**src/rtl/pc_pkg.sv**
```systemverilog
// ============================================================================
// Module : pc_pkg
// Shared types and constants for the fetch-stage program-counter unit.
// Rev    : 1.0
// ============================================================================
`default_nettype none

package pc_pkg;

  localparam int unsigned            PC_XLEN_DEFAULT         = 32;
  localparam logic [31:0]            PC_RESET_VECTOR_DEFAULT = 32'h0000_0000;

  typedef enum logic [1:0] {
    BOOT = 2'd0,
    RUN  = 2'd1,
    PEND = 2'd2
  } pc_state_t;

  // Mask that clears the low log2(inc) bits; callers slice it down to XLEN.
  function automatic logic [63:0] align_mask(input int unsigned inc);
    return ~(64'(inc) - 64'd1);
  endfunction

endpackage

`default_nettype wire

```
**src/rtl/pc_redirect_latch.sv**
```systemverilog
// ============================================================================
// Module : pc_redirect_latch
// Holds a redirect captured during a fetch stall until the stall releases.
// Rev    : 1.0
// ============================================================================
`default_nettype none

module pc_redirect_latch
  import pc_pkg::*;
#(
  parameter int XLEN = PC_XLEN_DEFAULT
) (
  input  logic            clk,
  input  logic            rst,
  input  logic            run,
  input  logic            pend,
  input  logic            stall,
  input  logic            trap_taken,
  input  logic            branch_taken,
  input  logic [XLEN-1:0] trap_target,
  input  logic [XLEN-1:0] branch_target,
  output logic [XLEN-1:0] target_q,
  output logic            is_trap_q
);

  logic [XLEN-1:0] target_d;
  logic            is_trap_d;

  // Once pending, only a trap may replace the held target; younger branches are flushed.
  always_comb begin
    target_d  = target_q;
    is_trap_d = is_trap_q;
    if (run && stall) begin
      if (trap_taken) begin
        target_d  = trap_target;
        is_trap_d = 1'b1;
      end else if (branch_taken) begin
        target_d  = branch_target;
        is_trap_d = 1'b0;
      end
    end else if (pend && stall) begin
      if (trap_taken) begin
        target_d  = trap_target;
        is_trap_d = 1'b1;
      end
    end else if (pend && !stall) begin
      target_d  = '0;
      is_trap_d = 1'b0;
    end
  end

  always_ff @(posedge clk) begin
    if (rst) begin
      target_q  <= '0;
      is_trap_q <= 1'b0;
    end else begin
      target_q  <= target_d;
      is_trap_q <= is_trap_d;
    end
  end

endmodule

`default_nettype wire

```
**src/rtl/pc_unit.sv**
```systemverilog
// ============================================================================
// Module : pc_unit
// Fetch PC register with sequential increment, prioritised redirects and a
// stall-safe pending redirect.
// Rev    : 1.0
// ============================================================================
`default_nettype none

module pc_unit
  import pc_pkg::*;
#(
  parameter int              XLEN         = PC_XLEN_DEFAULT,
  parameter logic [XLEN-1:0] RESET_VECTOR = XLEN'(PC_RESET_VECTOR_DEFAULT),
  parameter int              INC          = 4,
  parameter int              CNT_W        = 32
) (
  input  logic             CLK,
  input  logic             RESET,
  input  logic             busyWait,
  input  logic             branchTaken,
  input  logic [XLEN-1:0]  branchTarget,
  input  logic             trapTaken,
  input  logic [XLEN-1:0]  trapVector,
  output logic [XLEN-1:0]  PC,
  output logic             pcValid,
  output logic             redirectPending,
  output logic [CNT_W-1:0] fetchCount
);

  localparam logic [63:0]     ALIGN_MASK_FULL = align_mask(INC);
  localparam logic [XLEN-1:0] ALIGN_MASK      = ALIGN_MASK_FULL[XLEN-1:0];
  localparam logic [XLEN-1:0] INC_VAL         = XLEN'(INC);

  pc_state_t        state_q, state_d;
  logic [XLEN-1:0]  pc_q, pc_d;
  logic             pc_valid_q, pc_valid_d;
  logic             redirect_pending_q, redirect_pending_d;
  logic [CNT_W-1:0] fetch_count_q, fetch_count_d;

  logic [XLEN-1:0]  trap_aligned;
  logic [XLEN-1:0]  branch_aligned;
  logic [XLEN-1:0]  pc_inc;
  logic [XLEN-1:0]  pend_target;
  logic             pend_is_trap;

  assign trap_aligned   = trapVector & ALIGN_MASK;
  assign branch_aligned = branchTarget & ALIGN_MASK;
  assign pc_inc         = pc_q + INC_VAL;

  pc_redirect_latch #(
    .XLEN (XLEN)
  ) u_redirect_latch (
    .clk           (CLK),
    .rst           (RESET),
    .run           (state_q == RUN),
    .pend          (state_q == PEND),
    .stall         (busyWait),
    .trap_taken    (trapTaken),
    .branch_taken  (branchTaken),
    .trap_target   (trap_aligned),
    .branch_target (branch_aligned),
    .target_q      (pend_target),
    .is_trap_q     (pend_is_trap)
  );

  always_comb begin
    state_d       = state_q;
    pc_d          = pc_q;
    pc_valid_d    = pc_valid_q;
    fetch_count_d = fetch_count_q;
    case (state_q)
      BOOT: begin
        // PC stays at the reset vector so it is the first address fetched.
        state_d    = RUN;
        pc_valid_d = 1'b1;
      end
      RUN: begin
        if (!busyWait) begin
          if (trapTaken)        pc_d = trap_aligned;
          else if (branchTaken) pc_d = branch_aligned;
          else                  pc_d = pc_inc;
          fetch_count_d = fetch_count_q + CNT_W'(1);
        end else if (trapTaken || branchTaken) begin
          state_d = PEND;
        end
      end
      PEND: begin
        if (!busyWait) begin
          pc_d          = trapTaken ? trap_aligned : pend_target;
          fetch_count_d = fetch_count_q + CNT_W'(1);
          state_d       = RUN;
        end
      end
      default: state_d = BOOT;
    endcase
    redirect_pending_d = (state_d == PEND);
  end

  always_ff @(posedge CLK) begin
    if (RESET) begin
      state_q            <= BOOT;
      pc_q               <= RESET_VECTOR;
      pc_valid_q         <= 1'b0;
      redirect_pending_q <= 1'b0;
      fetch_count_q      <= '0;
    end else begin
      state_q            <= state_d;
      pc_q               <= pc_d;
      pc_valid_q         <= pc_valid_d;
      redirect_pending_q <= redirect_pending_d;
      fetch_count_q      <= fetch_count_d;
    end
  end

  // The trap flag is only meaningful while a redirect is held.
  always_ff @(posedge CLK) begin
    if (state_q != PEND) assert (!pend_is_trap);
  end

  assign PC              = pc_q;
  assign pcValid         = pc_valid_q;
  assign redirectPending = redirect_pending_q;
  assign fetchCount      = fetch_count_q;

endmodule

`default_nettype wire

```
**config.mk**
```make
export PLATFORM = sky130hd
export DESIGN_NAME = pc_unit
export DESIGN_NICKNAME = d
export VERILOG_FILES = /design/src/rtl/pc_pkg.sv /design/src/rtl/pc_redirect_latch.sv /design/src/rtl/pc_unit.sv
export SDC_FILE = /design/constraint.sdc
export NUM_CORES = 1
export LEC_CHECK = 0
export ABC_CLOCK_PERIOD_IN_PS = 2900
export CAP_MARGIN = 20
export CORE_MARGIN = 3
export CORE_UTILIZATION = 52
export CTS_BUF_LIST = sky130_fd_sc_hd__clkbuf_8
export DETAILED_ROUTE_END_ITERATION = 8
export GPL_ROUTABILITY_DRIVEN = 0
export PLACE_DENSITY = 0.91
export SLEW_MARGIN = 0
export SYNTH_ARGS = -nofsm -noshare
export SYNTH_HDL_FRONTEND = slang
export SYNTH_HIERARCHICAL = 1
export SYNTH_SLANG_ARGS = --single-unit
```
**constraint.sdc**
```tcl
create_clock -name CLK -period 2.9 [get_ports CLK]
set_clock_uncertainty 0.05 [all_clocks]
set_input_delay 0.58 -clock CLK [delete_from_list [all_inputs] [get_ports CLK]]
set_output_delay 0.58 -clock CLK [all_outputs]
set_load 0.005 [all_outputs]
```
### Yosys cells after proc, flatten, opt, wreduce, memory -nomap -nowiden

Cells that the tools add are included.

* register bits: 100
* input bits: 69
* output and inout bits: 66
* word-level logic and storage cells: 42

* add/subtract/negate cells: 2
* equality and inequality tests: 6
* muxes and demuxes: 15
* bitwise logic cells: 1
* reduce and logical (&&, ||, !) cells: 12

Operator list (count)
* 2-to-1 mux 32 bit: 10
* one-hot mux 32 bit (2 select lines): 1
* adder 32 x 1 -> 32 bit, second input constant: 1
* adder 32 x 3 -> 32 bit, second input constant: 1
* 2-to-1 mux 2 bit: 3
* one-hot mux 2 bit (3 select lines): 1
* equality test 2 bit, second input constant: 2
* inequality test 2 bit, second input constant: 2
* AND reduction 2 bit: 2
* logical AND 1 bit: 3
* inequality test 3 bit, second input constant: 1
* AND reduction 3 bit: 1
* nonzero test 3 bit: 1
* equality test 2 x 1 -> 1 bit, second input constant: 1
* zero test 2 bit: 1
* nonzero test 2 bit: 1
* OR reduction 2 bit: 1
* zero test 1 bit: 1
* logical OR 1 bit: 1
* NOT 1 bit: 1

### Logic depth before layout (Yosys ltp)

Gate-level depths: netlist (run 1).

* depth after elaboration: 5
* gate-level depth with buffers: 9
* gate-level depth less buffers: 7

### By module

Netlist (run 1), hierarchy kept.

By module, submodules not included
* pc_unit: instances 1, cells an instance 539, area each 4206.5 µm², seq. area each 1361.3 µm²
* pc_redirect_latch: instances 1, cells an instance 163, area each 1527.7 µm², seq. area each 660.6 µm²

### Worst setup path after synthesis (run 1)

OpenSTA, ideal clock, no wires.

* kind: reg-to-reg
* start point: register state_q[1]
* end point: register fetch_count_q[11], in the netlist fetchCount[11]
* setup time: 128 ps
* arrival time: 1850 ps
* required time: 2722 ps
* path slack: 872 ps
* cell stages (with the launch flop): 9
* path buffers: 1
* period minus slack after synthesis: 2028 ps
* cells stage by stage: dfxtp_1 > inv_1 > ha_1 > nor2b_1 > clkbuf_1 > nand4_1 > nor3_1 > xnor2_1 > nor2_1

* cells in the longest elaborated chain, start to end: 3
* elaborated cells on any way between the ends: 4
* classes of those cells: eq/ne: 2; reduce/logical: 2

RTL lines
* from (decl): RTL line pc_unit.sv:34 `pc_state_t state_q, state_d;`
* from (signal assigned): RTL line pc_unit.sv:107 `state_q <= state_d;`
* equality test 2 bit / equality test 2 x 1 -> 1 bit (equally long branches): RTL line pc_unit.sv:71 `case (state_q)`
* OR reduction 2 bit (no source line) *
* AND reduction 2 bit (no source line) *
* to (signal assigned): RTL line pc_unit.sv:111 `fetch_count_q <= fetch_count_d;`
* to (decl): RTL line pc_unit.sv:38 `logic [CNT_W-1:0] fetch_count_q, fetch_count_d;`

Mark *: on every way between the ends. The rest lies on a longest branch, timed or not.
A chain may end at the register's enable or synchronous reset.

### Worst setup path in the final report (run 1)

* start point: register state_q[0]
* end point: register pc_q[10], in the netlist PC[10]

* cells in the longest elaborated chain, start to end: 3
* elaborated cells on any way between the ends: 7
* classes of those cells: eq/ne: 4; mux: 1; reduce/logical: 2

RTL lines
* equality test 2 x 1 -> 1 bit / equality test 2 bit (equally long branches): RTL line pc_unit.sv:71
* inequality test 2 bit (no source line) / nonzero test 2 bit (equally long branches)
* AND reduction 3 bit (no source line)
* to (signal assigned): RTL line pc_unit.sv:108 `pc_q <= pc_d;`
* to (decl): RTL line pc_unit.sv:35 `logic [XLEN-1:0] pc_q, pc_d;`

Several ways; a longest one is shown, not always the timed one.

==> run summary, run 1 <==
Maxcap violations -> 0
Min Tclk post-route -> 2.53 ns
Pwr Density -> 434 mW/mm^2
Worst EP required -> 3.17 ns
Share of cells above drive strength 1 -> 0.0891
Sequential cell area -> 0.00200 mm^2
WL met2 -> 8830 um
WHS Endpoint -> PC[8]
Cts hold-fix bufs -> 0
Filler Cells Inserted -> 802
Startpoint types -> flop
Crit path launch -> state_q[0]
Initial antenna violation count -> 0
Total negative setup slack -> 0 ns
Area growth from synthesis to layout -> 29.5%
Hold path start -> RESET
Vias -> 6248
Multi-input gate area -> 0.00327 mm^2
DRT met1 WL -> 7050 um
Clock Latency Late Sink -> 0.39 ns
Total Die Area -> 0.0122 mm^2
Total GRT Usage -> 0.292
Seq pwr share -> 0.468
Most frequent cells in the layout -> clkdlybuf4s50_1 (128), dfxtp_1 (100), nor2_1 (58)
Worst Hold Path Cells -> 2
CTS tree -> yes
Clock-pin slew on the worst setup and hold paths -> 0.10 ns
Status -> finished, final reports clean
Setup bufs post-CTS -> 0
Hold WC Path Type -> in2reg
Critical R2R Launch -> state_q[0]
Routed WL -> 18800 um
Max FO, Critical Path -> 18
Overall die height -> 111 um
Unrepaired setup endpoints after global routing -> false
Cell leakage power -> 2.44 nW
R2R Path End -> PC[10]
Dpl hpwl -> 13100 um
Syn Std Cell Area -> 0.00568 mm^2
Fin. Hold Viols -> 0
Root buf cell -> clkbuf_8
Pins Over Slew Limit -> 0
Total net switching power -> 0.964 mW
Row count -> 37
Clock Path Buffers -> 2
Initial Utilization -> 0.543
Wirelength per Cell -> 19.6 um
Core Box Area -> 0.0105 mm^2
Ant diodes -> 0
Top Layer Used -> met4
Yosys warns -> 6
Worst Setup End Kind -> flop
CTS H-tree depth -> 3
DR pass1 iterations -> 7
Slew HR -> 0.538
Least-Margin Pin Slew -> 0.689 ns
Overflow after GRT -> 0
# setup viols final -> 0
Switching part of the total -> 0.301
CP Class -> reg2reg
IO Port Bufs -> 130
Final instance area -> 0.00736 mm^2
# DRC -> 0
R2R depth -> 7
Comb power frac -> 0.204
Final antenna-violating net count -> 0
Die width -> 111 um
Post-cts resize count -> 0
Fmax -> 396 MHz
Number of global-route vias before repair -> 6055
Setup slack, reg-to-reg -> 0.37 ns
Nets -> 889
Cell Area, Placed -> 0.00713 mm^2
Vias/cell -> 6.54
Syn Area/Cell -> 8.16 um^2
Final worst-path cycle share -> 0.871
Clk network pwr share -> 0.328
Num ports -> 135
Pint -> 2.23 mW
Most common cell after layout, fill and taps aside -> clkdlybuf4s50_1
Routed wl met3 -> 2060 um
Clock sink count -> 100
First-iteration detailed-routing DRC count -> 695
WP data arrival -> 2.79 ns
Cell count after synthesis -> 696
First-pass GRT wire length -> 30000 um
Total CTS buffers -> 9
Pin count of the biggest net entering global routing -> 61
Maximum VDD drop -> 281 uV
routing by layer:
| metal | track usage | vias to the layer above |
|---|---|---|
| li1 | - | 2829 |
| met1 | 0.351 | 2955 |
| met2 | 0.474 | 405 |
| met3 | 0.0789 | 59 |
| met4 | 0.161 | 0 |
| met5 | 0 | - |
power by group through the flow:
stage / registers [mW] / logic [mW] / clock network, mW
2_1_floorplan: 1.51 / 0.341 / 0
3_3_place_gp: 1.52 / 0.611 / 0
3_5_place_dp: 1.53 / 0.630 / 0
4_1_cts: 1.49 / 0.637 / 1.05
5_1_grt: 1.51 / 0.691 / 1.11
6_report: 1.50 / 0.651 / 1.05
worst max path at each step:
stage	endpoint	slack, ns	cells past startpoint
floorplan	fetchCount[11]	0.87	8
global placement	PC[15]	0.28	7
CTS	PC[28]	0.49	8
global route	PC[10]	0.20	7
detailed placement	fetchCount[16]	0.24	7
finish	PC[10]	0.37	7
state kept, by name (all words and copies together) (netlist names):
name and cells:
pcValid 1, redirectPending 1, state_q 2, PC 32
u_redirect_latch/target_q 32, fetchCount 32
worst max-delay path, stage by stage (launching register included):
cell and delay (ns):
dfxtp_1 0.35, inv_1 0.11, ha_1 0.56, nand2b_1 0.58
o22ai_1 0.13, o21ai_0 0.42, a21oi_1 0.13, nor3_1 0.13
layout make-up:
type | instances | area share
clock inverter | 7 | 0.0141
multi-input combinational | 499 | 0.445
tap | 136 | 0.0231
inverter | 46 | 0.0235
clock buffer | 9 | 0.0168
timing repair buffer | 158 | 0.206
sequential | 100 | 0.272
through the flow:
stage / power [mW] / std cells / hold WS [ns] / worst slack (ns) / utilization
CTS: 3.18 / 955 / 0.409 / 0.490 / 0.703
detailed placement: 2.16 / 939 / 0.415 / 0.242 / 0.682
finish: 3.20 / 955 / 0.414 / 0.373 / 0.703
global route: 3.31 / 955 / 0.427 / 0.198 / 0.703
floorplan: 1.85 / 699 / 0.404 / 0.872 / -
global placement: 2.13 / 939 / 0.410 / 0.275 / 0.682
Power figures use the tool's default switching activity.
==> run 2, diff against run 1 <==
CORE_MARGIN = 10   (was 3)
SLEW_MARGIN = 10   (was 0)
==> run 2 against run 1 <==
  * Global-route usage decreased by 5.4 points
  * Largest cell class unchanged
  * Worst setup slack got worse by 0.072 ns
  * Routed wire length increased by 4.3%
  * Critical endpoint is now PC[26]
  * Design area decreased by 0.37%
  * Non-clock buffer count decreased by 1
  * Critical path depth unchanged
  * Hold slack improved by 0.016 ns
  * Highest routed layer unchanged
  * Register-to-register slack got worse by 0.07 ns
==> run summary, run 2 (synthesis gave the netlist of run 1 again) <==
Crit path cell chain -> inv_1, ha_1, nand2b_1, o22ai_1, o21ai_0, a21oi_1, a311oi_1
Maximum VDD drop -> 283 uV (+0.62%)
Ant diodes -> 0 (unchanged)
Vias/cell -> 6.48 (-0.95%)
Initial antenna violation count -> 0 (unchanged)
Worst Setup EP -> PC[26]
# DRC -> 0 (unchanged)
Maxcap violations -> 0 (unchanged)
Clock sink count -> 100 (unchanged)
Clock-pin slew on the worst setup and hold paths -> 0.09 ns (about the same)
Total Die Area -> 0.0155 mm^2 (+27%)
Setup slack after layout -> 0.301 ns (-0.0722 ns)
Clock Path Buffers -> 2 (unchanged)
Number of global-route vias before repair -> 6069 (+0.23%)
R2R depth -> 7 (unchanged)
Cts hold-fix bufs -> 0 (unchanged)
Most frequent cells in the layout -> clkdlybuf4s50_1 (128), dfxtp_1 (100), nor2_1 (58)
Setup bufs post-CTS -> 0 (unchanged)
Area growth from synthesis to layout -> 29.0%
Worst EP required -> 3.13 ns (-0.04 ns)
Critical path depth -> 7 (unchanged)
CP max-delay cell -> ha_1
Total negative setup slack -> 0 ns (unchanged)
Die width -> 125 um (+13%)
Cell leakage power -> 2.44 nW (-0.14%)
Dpl ws -> 0.197 ns (-0.0449 ns)
Cell Area, Placed -> 0.00713 mm^2 (about the same)
Max FO, Critical Path -> 19 (+1)
Nets -> 888 (-0.11%)
Share of cells above drive strength 1 -> 0.0868 (-0.00234)
Worst Setup End Kind -> flop
Filler Cells Inserted -> 882 (+10%)
# setup viols final -> 0 (unchanged)
Overall die height -> 125 um (+13%)
Total CTS buffers -> 9 (unchanged)
Fin. Hold Viols -> 0 (unchanged)
Status -> finished, final reports clean
Final antenna-violating net count -> 0 (unchanged)
Final hold slack -> 0.430 ns (+0.0164 ns)
Critical R2R Launch -> state_q[0]
First-pass GRT wire length -> 31500 um (+4.8%)
Most common cell after layout, fill and taps aside -> clkdlybuf4s50_1
Core Box Area -> 0.0107 mm^2 (+2.7%)
Routed WL -> 19600 um (+4.3%)
CTS H-tree depth -> 3 (unchanged)
CP top delay family -> compound AO/OA/AOI/OAI gates
Slowest stage delay, CP -> 0.61 ns (+0.03 ns)
Row count -> 38 (+2.7%)
Post-cts resize count -> 0 (unchanged)
Num ports -> 135 (unchanged)
Crit path launch -> state_q[0]
Initial Utilization -> 0.529 (-0.0143)
Hold WC Path Type -> reg2reg
Unrepaired setup endpoints after global routing -> false
Startpoint types -> flop
Pin count of the biggest net entering global routing -> 67 (+9.8%)
Root buf cell -> clkbuf_8
Setup slack, reg-to-reg -> 0.30 ns (-0.07 ns)
IO Port Bufs -> 130 (unchanged)
R2R Path End -> PC[26]
CP Buf/Inv Count -> 1 (unchanged)
Fmax -> 385 MHz (-2.8%)
Vias -> 6208 (-0.64%)
Final worst-path cycle share -> 0.896 (+0.0249)
CP Class -> reg2reg
Min Tclk post-route -> 2.60 ns (+0.0722 ns)
Finished Core Util -> 0.682 (-0.0211)
Pwr Density -> 419 mW/mm^2 (-3.6%)
Wirelength per Cell -> 20.4 um (+4.0%)
Overflow after GRT -> 0 (unchanged)
Final instance area -> 0.00733 mm^2 (-0.37%)
Slew HR -> 0.433 (-0.105)
Clock Latency Late Sink -> 0.37 ns (-0.02 ns)
Least-Margin Pin Slew -> 0.849 ns (+0.161 ns)
CTS tree -> yes
WP data arrival -> 2.83 ns (+0.04 ns)
Pins Over Slew Limit -> 0 (unchanged)
First-iteration detailed-routing DRC count -> 1057 (+52%)
Dpl hpwl -> 14000 um (+6.3%)
Total GRT Usage -> 0.239 (-0.0537)
DR pass1 iterations -> 6 (-1)
==> run 2: worst min-delay path by stage <==
stage,start,to,slack [ns],depth (start not counted)
after global placement,u_redirect_latch/target_q[2],u_redirect_latch/target_q[2],0.41,2
after CTS,u_redirect_latch/target_q[1],u_redirect_latch/target_q[1],0.44,2
final,pcValid,pcValid,0.43,2
after floorplan,u_redirect_latch/target_q[3],u_redirect_latch/target_q[3],0.40,2
after detailed placement,pcValid,pcValid,0.42,2
after global routing,u_redirect_latch/target_q[1],u_redirect_latch/target_q[1],0.45,2
==> run 2: power by group <==
group          internal (mW)  switching [mW]
sequential              1.43          0.0694
clock                  0.423           0.504
combinational          0.307           0.341
total                   2.16           0.915
==> run 2: cell type report <==
class,instances,area [um^2],area share
multi-input cells,499,3270,0.446
flip-flops and latches,100,2000,0.273
repair buffers,157,1510,0.205
well taps,140,175,0.0239
inverters,46,173,0.0235
clock buffers,10,138,0.0188
clock inverters,6,65.1,0.00887
==> run 2: stage by stage <==
stage	total power, mW	std cells
2_1_floorplan	1.85	699
3_3_place_gp	2.13	942
3_5_place_dp	2.15	942
4_1_cts	3.06	958
5_1_grt	3.19	958
6_report	3.07	958
==> run 2: routing by layer <==
metal	part of all wire	GRT usage
met5	0	0
met3	0.12	0.0847
met4	0.040	0.101
met2	0.47	0.395
met1	0.37	0.272
==> run 2: tightest hold or removal path, stage by stage (launching register included) <==
cell     delay [ns]
dfxtp_1        0.34
nor2_1         0.05
nor2_1         0.07
==> run 3, diff against run 2 <==
CAP_MARGIN = 40   (was 20)
==> results of run 3 <==
The final DEF is identical to that of run 2; final timing and power are the same.
